$ cat src/rtl/simulador_teleferico_pkg.sv
// Shared constants and state encoding for the cable-car plant model.
package teleferico_pkg;

  localparam logic [4:0] CURSO      = 5'd16;
  localparam logic [4:0] PERTO      = 5'd3;
  localparam logic [4:0] VEL_LENTA  = 5'd1;
  localparam logic [4:0] VEL_NORMAL = 5'd2;

  typedef enum logic [1:0] {
    PARADO    = 2'd0,
    SUBINDO_A = 2'd1,
    SUBINDO_B = 2'd2,
    FALHA     = 2'd3
  } estado_t;

endpackage

$ cat src/rtl/simulador_teleferico_if.sv
// Command and sensor bundle between the controller under test (master)
// and the cable-car plant model (slave).
interface teleferico_if;

  logic       passo;
  logic       subir_A;
  logic       subir_B;
  logic       lento;
  logic       perto_base;
  logic       perto_topo;
  logic       chegou_base;
  logic       chegou_topo;
  logic [4:0] pos_A;
  logic       falha;

  modport master (
    output passo, subir_A, subir_B, lento,
    input  perto_base, perto_topo, chegou_base, chegou_topo, pos_A, falha
  );

  modport slave (
    input  passo, subir_A, subir_B, lento,
    output perto_base, perto_topo, chegou_base, chegou_topo, pos_A, falha
  );

endinterface

$ cat src/rtl/simulador_teleferico_sensores.sv
// Station sensor decode from the registered cabin position.
// Both cabins are symmetric (pos_B = CURSO - pos_A), so the base and top
// sensors see the same condition. With FALHA_SENSOR_EN defined an extra
// falha_sensor input can force either "arrived" sensor low for alarm tests.
module sensores_teleferico
  import teleferico_pkg::*;
(
  input  logic [4:0] pos_A,
`ifdef FALHA_SENSOR_EN
  input  logic [1:0] falha_sensor,
`endif
  output logic       perto_base,
  output logic       perto_topo,
  output logic       chegou_base,
  output logic       chegou_topo
);

  logic chegou;
  logic perto;

  assign chegou = (pos_A == 5'd0) || (pos_A == CURSO);
  assign perto  = (pos_A <= PERTO) || (pos_A >= (CURSO - PERTO));

  assign perto_base = perto;
  assign perto_topo = perto;

`ifdef FALHA_SENSOR_EN
  assign chegou_base = chegou & ~falha_sensor[0];
  assign chegou_topo = chegou & ~falha_sensor[1];
`else
  assign chegou_base = chegou;
  assign chegou_topo = chegou;
`endif

endmodule

$ cat src/rtl/simulador_teleferico.sv
// Cable-car plant model: two counterweighted cabins on one cable, stepped
// by a 1 Hz tick. Holds cabin A position and the motion/fault FSM.
// Optional macro: FALHA_SENSOR_EN adds the falha_sensor fault-injection port.
//
//   state     | meaning
//   PARADO    | motor off, cabins hold
//   SUBINDO_A | A rising, B descending
//   SUBINDO_B | B rising, A descending
//   FALHA     | collision or conflicting command, frozen until reset
module simulador_teleferico
  import teleferico_pkg::*;
(
  input  logic       clk_2,
  input  logic       reset,
`ifdef FALHA_SENSOR_EN
  input  logic [1:0] falha_sensor,
`endif
  teleferico_if.slave bus
);

  estado_t    estado, estado_prox;
  logic [4:0] pos_reg, pos_prox;
  logic [4:0] vel;
  logic [5:0] soma;

  // State and position registers; reset parks cabin A at the top.
  always_ff @(posedge clk_2) begin
    if (reset) begin
      estado  <= PARADO;
      pos_reg <= CURSO;
    end else begin
      estado  <= estado_prox;
      pos_reg <= pos_prox;
    end
  end

  // Next state and position; the move is applied on the same tick the
  // command is seen, so motion follows the state being entered.
  always_comb begin
    estado_prox = estado;
    pos_prox    = pos_reg;
    vel         = bus.lento ? VEL_LENTA : VEL_NORMAL;
    soma        = {1'b0, pos_reg} + {1'b0, vel};
    if (bus.passo && (estado != FALHA)) begin
      case ({bus.subir_A, bus.subir_B})
        2'b11: estado_prox = FALHA;
        2'b10: begin
          estado_prox = SUBINDO_A;
          if (soma >= {1'b0, CURSO}) begin
            pos_prox = CURSO;
            // at normal speed, reaching the end stop is an impact
            if (!bus.lento) estado_prox = FALHA;
          end else begin
            pos_prox = soma[4:0];
          end
        end
        2'b01: begin
          estado_prox = SUBINDO_B;
          if (pos_reg <= vel) begin
            pos_prox = 5'd0;
            if (!bus.lento) estado_prox = FALHA;
          end else begin
            pos_prox = pos_reg - vel;
          end
        end
        default: estado_prox = PARADO;
      endcase
    end
  end

  assign bus.pos_A = pos_reg;
  assign bus.falha = (estado == FALHA);

  sensores_teleferico u_sensores (
    .pos_A       (pos_reg),
`ifdef FALHA_SENSOR_EN
    .falha_sensor(falha_sensor),
`endif
    .perto_base  (bus.perto_base),
    .perto_topo  (bus.perto_topo),
    .chegou_base (bus.chegou_base),
    .chegou_topo (bus.chegou_topo)
  );

endmodule

$ cat src/flat_wrapper.sv
// flat-port wrapper written by rule: the top's interface ports become plain ports
module simulador_teleferico_flat import teleferico_pkg::*;
  (clk_2, reset, bus_passo, bus_subir_A, bus_subir_B, bus_lento, bus_perto_base, bus_perto_topo, bus_chegou_base, bus_chegou_topo, bus_pos_A, bus_falha);
  teleferico_if bus_i ();
  input  logic clk_2;
  input  logic reset;
  input wire logic [$bits(bus_i.passo)-1:0] bus_passo;
  input wire logic [$bits(bus_i.subir_A)-1:0] bus_subir_A;
  input wire logic [$bits(bus_i.subir_B)-1:0] bus_subir_B;
  input wire logic [$bits(bus_i.lento)-1:0] bus_lento;
  output wire logic [$bits(bus_i.perto_base)-1:0] bus_perto_base;
  output wire logic [$bits(bus_i.perto_topo)-1:0] bus_perto_topo;
  output wire logic [$bits(bus_i.chegou_base)-1:0] bus_chegou_base;
  output wire logic [$bits(bus_i.chegou_topo)-1:0] bus_chegou_topo;
  output wire logic [$bits(bus_i.pos_A)-1:0] bus_pos_A;
  output wire logic [$bits(bus_i.falha)-1:0] bus_falha;
  assign bus_i.passo = bus_passo;
  assign bus_i.subir_A = bus_subir_A;
  assign bus_i.subir_B = bus_subir_B;
  assign bus_i.lento = bus_lento;
  assign bus_perto_base = bus_i.perto_base;
  assign bus_perto_topo = bus_i.perto_topo;
  assign bus_chegou_base = bus_i.chegou_base;
  assign bus_chegou_topo = bus_i.chegou_topo;
  assign bus_pos_A = bus_i.pos_A;
  assign bus_falha = bus_i.falha;
  simulador_teleferico u_core (.clk_2(clk_2), .reset(reset), .bus(bus_i));
endmodule
$ cat config.mk
export PLATFORM = sky130hd
export DESIGN_NAME = simulador_teleferico_flat
export DESIGN_NICKNAME = d
export VERILOG_FILES = /design/src/rtl/simulador_teleferico_pkg.sv /design/src/rtl/simulador_teleferico_if.sv /design/src/rtl/simulador_teleferico_sensores.sv /design/src/rtl/simulador_teleferico.sv /design/src/flat_wrapper.sv
export SDC_FILE = /design/constraint.sdc
export NUM_CORES = 1
export LEC_CHECK = 0
export CAP_MARGIN = 20
export CORE_UTILIZATION = 40
export CTS_BUF_LIST = sky130_fd_sc_hd__clkbuf_8 sky130_fd_sc_hd__clkbuf_16
export DETAILED_ROUTE_END_ITERATION = 12
export MAX_ROUTING_LAYER = met4
export PLACE_DENSITY = 0.67
export SYNTH_ARGS = -nofsm -noshare
export SYNTH_HDL_FRONTEND = slang
export SYNTH_SLANG_ARGS = --single-unit
$ cat constraint.sdc
create_clock -name clk_2 -period 6.9 [get_ports clk_2]
set_clock_uncertainty 0.1 [all_clocks]
set_input_delay 2.07 -clock clk_2 [delete_from_list [all_inputs] [get_ports clk_2]]
set_output_delay 2.07 -clock clk_2 [all_outputs]
set_load 0.1 [all_outputs]
==> flow_summary.toml, run 1 <==
[drt]
drtPass1Iterations = 4
drcViolationCount = 0
drt-initial-drc-count = 29
via_per_inst = 5.879
final_antenna_net_count = 0
avgRoutedWirePerCell_um = 15.12
vias = 776
drt-total-wl_mm = 1.996

[place]
io_buffers = 15
gp_congestion = 0.8891
hpwl_mm = 1.491
dp.cells = 128

[pwr]
ir_drop_mv = 0.1153
p_comb_frac = 0.419
p_clk_frac = 0.315
p_leak_nw = 0.4146
p_sw_mw = 0.07784
p_int_mw = 0.1058
seqPwrFrac = 0.265
swShare = 0.4239
power_density_nw_per_um2 = 187.7

[global_route]
antenna_found_initial = 0
overflow = 0
grt_pass1_wl_mm = 3.236
grt_max_degree = 16
first_global_vias = 722
track_usage = 0.2221

[final_layout]
drive_above_1_share = 0.1121
finalNetCount = 124
seq_area_um2 = 140.1
final_common_cell = "clkdlybuf4s50_1"
final_cell_mix = "clkdlybuf4s50_1 (15), inv_1 (9), nor2_1 (9), ha_1 (8), dfxtp_1 (7)"
diodes = 0
multi_input_area_um2 = 581.8
fill_cells = 176
layout.cells.non_filler = 132
area_delta_synth_final_pct = 21.43

[outcome]
run_status = "finished, final reports clean"

[setup_path]
crit_type = "flop to primary output"
crit_required_ns = 4.73
r2r_start = "u_core.bus.pos_A[0]"
cp.arrival_ns = 2.29
critPathMaxFanout = 12
critPathLaunchType = "flop"
end_kind = "primary output"
crit_start = "u_core.bus.pos_A[3]"

[yosys]
yosysSeqAreaShare = 0.1739
synth-edff-count = 0
syn_inst = 95
synth_nets = 111
netlist_area_um2 = 805.8
yosys_warnings = 0
syn_area_per_cell_um2 = 8.482
ys_seq_elements = 7
yosysUniqueCellTypes = 44
synthArstFlopShare = 0
synth-main-ff-cell = "dfxtp_1"

[sta]
finalSetupViolCount = 0
final.period_utilization = 0.6464
worstMarginPinSlew_ns = 0.9702
final_hold_viol_count = 0
drv_slew = 0
setup_tns_ns = 0
slew_headroom = 0.3512
max_freq_ghz = 0.2242
rsz0062_at_grt = "no"
finalCriticalPeriod_ns = 4.460

[clocking]
postCtsSetupRepairBufs = 0
clockBufferDepth = 2
clk_pin_slew_ns = 0.04
cts_buffers = 3
cts_tree = "done"
cts_hold_buf = 0
cts-resized-gates = 0
root_buffer = "clkbuf_8"
htree_levels = 1
cts.sinks = 7
clk_latency_ns = 0.23

[floorplan]
dieWidth_um = 46.88
start_util = 0.4472
coreArea_um2 = 1802
row_count = 15
fp.dieH_um = 46.88
dieArea_um2 = 2198
ios = 16

[min_path]
min_from = "u_core.estado[1]"
hp-class = "flop to flop"

[job]
maxCapViolCount = 0
==> power groups by stage <==
stage	Sequential [mW]	Clock [mW]	Combinational, mW
2_1_floorplan	0.0583	0	0.0516
4_1_cts	0.0486	0.0594	0.0766
6_report	0.0488	0.0579	0.0770
5_1_grt	0.0493	0.0620	0.0824
3_3_place_gp	0.0492	0	0.0761
3_5_place_dp	0.0494	0	0.0762
==> metal layers <==
| layer | global-route usage | routed length, um |
|---|---|---|
| met5 | - | 0 |
| met4 | 0.08571 | 23 |
| met1 | 0.2419 | 877 |
| met2 | 0.3694 | 967 |
| met3 | 0.07692 | 128 |
==> Yosys cell counts, types with 2 or more instances <==
cell | number | area, um^2
nand2_1 | 3 | 11.26
dfxtp_1 | 7 | 140.1
nor4_1 | 3 | 18.77
buf_4 | 3 | 22.52
buf_6 | 2 | 22.52
and3_1 | 2 | 12.51
a21o_1 | 2 | 15.01
inv_1 | 8 | 30.03
fa_1 | 2 | 40.04
a21oi_1 | 4 | 20.02
nand2b_1 | 3 | 18.77
ha_1 | 8 | 100.1
nor2b_1 | 2 | 12.51
o21ai_0 | 2 | 10.01
a31o_1 | 2 | 17.52
nor2_2 | 2 | 12.51
nor2_1 | 9 | 33.78
a2111oi_0 | 2 | 17.52
a211oi_1 | 2 | 15.01
a311oi_2 | 2 | 30.03
o211ai_1 | 2 | 15.01
==> cell type report <==
cell class	count	share of cell area
clock buffers	3	0.04220
clock inverters	1	0.003836
inverters	8	0.03069
multi-input cells	73	0.5946
flip-flops and latches	7	0.1432
well taps	25	0.03197
repair buffers	15	0.1535
==> path summary, 6_finish.rpt <==
path              slack [ns]             endpoint  cells past startpoint
setup / recovery        2.44      bus_chegou_base                      2
setup reg to reg        4.82  u_core.bus.pos_A[1]                      6
hold / removal          0.50     u_core.estado[1]                      2
hold reg to reg         0.50     u_core.estado[1]                      2
==> critical path: stages, from the launching register on <==
cell and delay [ns]:
dfxtp_1 0.44, nor4_1 0.42, clkdlybuf4s50_1 1.20
==> metrics by stage <==
step	hold slack (ns)	setup slack (ns)	area (um^2)	power [mW]	util
after floorplan	0.4183	0.1001	805.8	0.1099	-
after global placement	0.4740	2.590	933.4	0.1253	0.5181
after detailed placement	0.4653	2.592	933.4	0.1257	0.5181
after CTS	0.4872	2.414	978.4	0.1846	0.5431
after global routing	0.5348	2.332	978.4	0.1937	0.5431
final	0.4989	2.440	978.4	0.1836	0.5431
==> registers in the layout (all words and copies together), names as in the netlist <==
| signal | cells |
|---|---|
| u_core.estado | 2 |
| u_core.bus.pos_A | 5 |
==> kinds of logic (layout without fill, tap and decap cells) <==
logic type,Yosys count,in the layout,synth area share
buffers and inverters,15,27,0.1040
DFF,7,7,0.1739
muxes,1,1,0.01863
adders and majority gates,10,10,0.1739
AOI/OAI and AO/OA,28,28,0.2811
and+or+nand+nor,34,34,0.2484
(Power assumes the default switching activity.)
==> inputs of run 2 (changes only) <==
--- a/config.mk
+++ b/config.mk
@@ -10,7 +10,7 @@
 export CTS_BUF_LIST = sky130_fd_sc_hd__clkbuf_8 sky130_fd_sc_hd__clkbuf_16
 export DETAILED_ROUTE_END_ITERATION = 12
 export MAX_ROUTING_LAYER = met4
-export PLACE_DENSITY = 0.67
+export PLACE_DENSITY = 0.7
 export SYNTH_ARGS = -nofsm -noshare
 export SYNTH_HDL_FRONTEND = slang
 export SYNTH_SLANG_ARGS = --single-unit
==> constraint.sdc (replaced) <==
create_clock -name clk_2 -period 3.6 [get_ports clk_2]
set_clock_uncertainty 0.1 [all_clocks]
set_input_delay 1.08 -clock clk_2 [delete_from_list [all_inputs] [get_ports clk_2]]
set_output_delay 1.08 -clock clk_2 [all_outputs]
set_load 0.1 [all_outputs]
==> run 2 against run 1 <==
  * Clock power grew 88%
  * Via count up 0.90%
  * Worst setup slack got worse by 2.0 ns
  * Sequential share of layout area grew 0.22 points
  * Core utilization is 0.35 points lower
  * Cell count stayed put
  * Critical path depth is 5 higher
  * Sequential power increased by 94%
  * Largest power group unchanged
==> flow_summary.toml, run 2 (synthesis gave the netlist of run 1 again) <==
[global_route]
antenna_found_initial = 0
overflow = 0
grt_pass1_wl_mm = 3.125
first_global_vias = 664
grt_max_degree = 16
track_usage = 0.2158

[sta]
worstMarginPinSlew_ns = 0.5299
worst_slack_ns = 0.4296
setup_tns_ns = 0
final.period_utilization = 0.8807
max_freq_ghz = 0.3154
rsz0062_at_grt = "no"
slew_headroom = 0.6462
finalSetupViolCount = 0
finalCriticalPeriod_ns = 3.170
whs_ns = 0.4771
drv_slew = 0
final_hold_viol_count = 0

[setup_path]
cp.arrival_ns = 3.21
critPathMaxFanout = 5
crit_type = "input port to flop"
crit_required_ns = 3.64
end_kind = "flop"
critPathLaunchType = "input port"

[floorplan]
dieArea_um2 = 2198
start_util = 0.4472
coreArea_um2 = 1802
fp.dieH_um = 46.88
ios = 16
dieWidth_um = 46.88
row_count = 15

[clocking]
clk_pin_slew_ns = 0.04
postCtsSetupRepairBufs = 0
cts.sinks = 7
cts-resized-gates = 0
cts_tree = "done"
root_buffer = "clkbuf_8"
cts_hold_buf = 0
htree_levels = 1
cts_buffers = 3
clk_latency_ns = 0.23
clockBufferDepth = 2

[final_layout]
drive_above_1_share = 0.2336
largestRegisters = "u_core.bus.pos_A (5), u_core.estado (2)"
diodes = 0
area_delta_synth_final_pct = 20.65
final_common_cell = "buf_4"
largest_reg_flops = 5
final_cell_mix = "buf_4 (10), inv_1 (9), nor2_1 (9), ha_1 (8), dfxtp_1 (6)"
regMostFlops = "u_core.bus.pos_A"
finalNetCount = 124
fin_area_um2 = 972.2

[place]
io_buffers = 15
hpwl_mm = 1.485
gp_congestion = 0.8837
pre_cts_slack_ns = 0.2398
postPlaceCellArea_um2 = 927.1

[drt]
vias = 783
via_per_inst = 5.932
drt-initial-drc-count = 31
drtPass1Iterations = 4
drt-total-wl_mm = 1.977
drcViolationCount = 0
final_antenna_net_count = 0
avgRoutedWirePerCell_um = 14.98

[outcome]
run_status = "finished, final reports clean"

[pwr]
seqPwrFrac = 0.270
p_leak_nw = 0.4314
swShare = 0.4231
p_int_mw = 0.2024
p_sw_mw = 0.1484
p_clk_frac = 0.310
p_comb_frac = 0.419
fin_total_pwr_mw = 0.3508
power_density_nw_per_um2 = 360.9
ir_drop_mv = 0.3233

[job]
maxCapViolCount = 0

[min_path]
hp-class = "flop to flop"
## run 2: cell count changes in the layout (fill, tap and decap cells not counted)
cell,previous run,this run
dfxtp_2,0,1
nand2_2,0,1
buf_4,0,10
nand2_1,3,2
nor4_1,3,2
nor4_4,0,1
dfxtp_1,7,6
clkdlybuf4s50_1,15,5
## run 2: worst max-delay path, cell delays in order
cell and delay, ns:
clkdlybuf4s50_1 0.50, ha_1 0.27, fa_1 0.50, a311oi_2 0.39, a31o_1 0.18, nand2_1 0.07
a311oi_2 0.22
## run 2: power by group through the flow
stage	clock [mW]	sequential [mW]	combinational [mW]
finish	0.109	0.0948	0.147
floorplan	0	0.113	0.101
global route	0.116	0.0958	0.158
detailed placement	0	0.0961	0.146
CTS	0.112	0.0948	0.147
global placement	0	0.0956	0.145
## run 2: stage by stage
step,utilization,cells
after floorplan,-,95
after global placement,0.5146,128
final,0.5396,132
after CTS,0.5396,132
after detailed placement,0.5146,128
after global routing,0.5396,132
## run 2: worst paths after layout
check	start	endpoint	slack [ns]	cells past startpoint
setup / recovery	bus_lento	u_core.bus.pos_A[1]	0.43	7
hold / removal	u_core.estado[1]	u_core.estado[1]	0.48	2
setup reg to reg	u_core.bus.pos_A[0]	u_core.bus.pos_A[1]	1.42	6
hold reg to reg	u_core.estado[1]	u_core.estado[1]	0.48	2
## run 2: cell type report
type / instances / area, um^2
Sequential cell: 7 / 141.4
Timing Repair Buffer: 15 / 125.1
Clock buffer: 3 / 41.29
Clock inverter: 1 / 3.754
Fill cell: 177 / 829.5
Tap cell: 25 / 31.28
Multi-Input combinational cell: 73 / 599.3
Inverter: 8 / 30.03
## run 2: metal layers
metal | GRT usage | wire (um) | vias to the layer above
li1 | - | - | 376
met1 | 0.2448 | 872 | 374
met2 | 0.3472 | 949 | 26
met3 | 0.06538 | 106 | 7
met4 | 0.09714 | 48 | 0
met5 | - | 0 | -
==> inputs of run 3 (changes only) <==
--- a/config.mk
+++ b/config.mk
@@ -6,11 +6,12 @@
 export NUM_CORES = 1
 export LEC_CHECK = 0
 export CAP_MARGIN = 20
+export CORE_MARGIN = 1
 export CORE_UTILIZATION = 40
 export CTS_BUF_LIST = sky130_fd_sc_hd__clkbuf_8 sky130_fd_sc_hd__clkbuf_16
 export DETAILED_ROUTE_END_ITERATION = 12
 export MAX_ROUTING_LAYER = met4
-export PLACE_DENSITY = 0.7
+export PLACE_DENSITY = 0.67
 export SYNTH_ARGS = -nofsm -noshare
 export SYNTH_HDL_FRONTEND = slang
 export SYNTH_SLANG_ARGS = --single-unit
==> run 3 against run 2 <==
  * Power increased by 1.4%
  * Clock power increased by 5%
  * Hold slack got worse by 0.0035 ns
  * Global-route usage increased by 0.24 points
  * Cell count unchanged
  * Critical path type unchanged
  * Largest cell class unchanged
==> flow_summary.toml, run 3 (synthesis gave the netlist of run 1 again) <==
[drt]
via_per_inst = 5.795
avgRoutedWirePerCell_um = 14.89
final_antenna_net_count = 0
drt-initial-drc-count = 5
drtPass1Iterations = 4
drt-total-wl_mm = 1.965
drcViolationCount = 0
vias = 765

[setup_path]
critPathLaunchType = "input port"
cp_slowest_cell = "clkdlybuf4s50_1"
cp_common_cell = "a311oi_2"
end_kind = "flop"
r2r_slack_ns = 1.44
cp_cell_sequence = "clkdlybuf4s50_1 > ha_1 > fa_1 > a311oi_2 > a31o_1 > nand2_1 > a311oi_2"
critPathMaxFanout = 5
crit_buf_inv = 1
cp.arrival_ns = 3.21
critical_path.top_delay_family = "compound AO/OA/AOI/OAI gates"
max_stage_delay_ns = 0.51
crit_type = "input port to flop"
crit_required_ns = 3.65

[clocking]
root_buffer = "clkbuf_8"
clk_pin_slew_ns = 0.04
cts_tree = "done"
postCtsSetupRepairBufs = 0
cts_buffers = 3
cts-resized-gates = 0
clk_latency_ns = 0.24
clockBufferDepth = 2
cts_hold_buf = 0
htree_levels = 1
cts.sinks = 7

[sta]
max_freq_ghz = 0.3163
worst_slack_ns = 0.4385
finalSetupViolCount = 0
drv_slew = 0
worstMarginPinSlew_ns = 0.4968
final_hold_viol_count = 0
finalCriticalPeriod_ns = 3.161
final.period_utilization = 0.8782
rsz0062_at_grt = "no"
slew_headroom = 0.6683

[pwr]
seqPwrFrac = 0.266
p_int_mw = 0.2028
swShare = 0.4301
power_density_nw_per_um2 = 366.0
p_comb_frac = 0.415
p_clk_frac = 0.319
ir_drop_mv = 0.1881
p_sw_mw = 0.1530
p_leak_nw = 0.4314

[place]
gp_congestion = 0.9604
postPlaceCellArea_um2 = 927.1
pre_cts_slack_ns = 0.1988
hpwl_mm = 1.527
io_buffers = 15

[final_layout]
final_cell_mix = "buf_4 (10), inv_1 (9), nor2_1 (9), ha_1 (8), dfxtp_1 (6)"
fin_area_um2 = 972.2
diodes = 0
final_common_cell = "buf_4"
largestRegisters = "u_core.bus.pos_A (5), u_core.estado (2)"
drive_above_1_share = 0.2336
regMostFlops = "u_core.bus.pos_A"
final_util = 0.5396
largest_reg_flops = 5
finalNetCount = 124
area_delta_synth_final_pct = 20.65
fill_cells = 177

[floorplan]
dieArea_um2 = 2198
dieWidth_um = 46.88
coreArea_um2 = 1802
ios = 16
start_util = 0.4472
row_count = 15
fp.dieH_um = 46.88

[outcome]
run_status = "finished, final reports clean"

[min_path]
hp-class = "flop to flop"

[global_route]
overflow = 0
first_global_vias = 687
antenna_found_initial = 0
grt_pass1_wl_mm = 3.118
track_usage = 0.2182
grt_max_degree = 16

[job]
maxCapViolCount = 0
run 3: cell counts in the layout (fill, tap and decap cells not counted):
No cell type changed its count.
run 3: cell type report:
class                   count  area, um^2  area share
clock buffers               3       41.29     0.04247
clock inverters             1       3.754    0.003861
inverters                   8       30.03     0.03089
multi-input cells          73       599.3      0.6165
flip-flops and latches      7       141.4      0.1454
well taps                  25       31.28     0.03218
repair buffers             15       125.1      0.1287
run 3: worst reg2reg max path, delay by kind of cell (launching register included):
kind	cells	cell delay [ns]
flip-flops	1	0.36
adder cells (fa/ha/maj)	2	0.75
AO/OA/AOI/OAI	3	0.80
AND/OR/NAND/NOR	1	0.07
run 3: power by group through the flow:
stage / clock network, mW / registers [mW] / logic, mW
floorplan: 0 / 0.113 / 0.101
global placement: 0 / 0.0957 / 0.145
detailed placement: 0 / 0.0958 / 0.147
CTS: 0.118 / 0.0944 / 0.147
global route: 0.123 / 0.0953 / 0.156
finish: 0.114 / 0.0945 / 0.148
run 3: final timing paths:
kind / depth (start not counted) / endpoint / startpoint
worst min register to register: 2 / u_core.estado[1] / u_core.estado[1]
worst min-delay path: 2 / u_core.estado[1] / u_core.estado[1]
worst max-delay path: 7 / u_core.bus.pos_A[1] / bus_lento
worst max register to register: 6 / u_core.bus.pos_A[1] / u_core.bus.pos_A[0]
run 3: per-stage QoR:
| step | setup TNS, ns | power [mW] | std cells | hold slack, ns |
|---|---|---|---|---|
| 2_1_floorplan | -0.01943 | 0.2134 | 95 | 0.4183 |
| 3_5_place_dp | 0 | 0.2428 | 128 | 0.4614 |
| 5_1_grt | 0 | 0.3744 | 132 | 0.4953 |
| 6_report | 0 | 0.3558 | 132 | 0.4736 |
| 4_1_cts | 0 | 0.3595 | 132 | 0.4812 |
| 3_3_place_gp | 0 | 0.2411 | 128 | 0.4684 |
run 3: metal layers:
| layer | track usage | part of all wire |
|---|---|---|
| met5 | - | 0 |
| met2 | 0.3361 | 0.47 |
| met3 | 0.06154 | 0.041 |
| met4 | 0.1371 | 0.038 |
| met1 | 0.2471 | 0.45 |
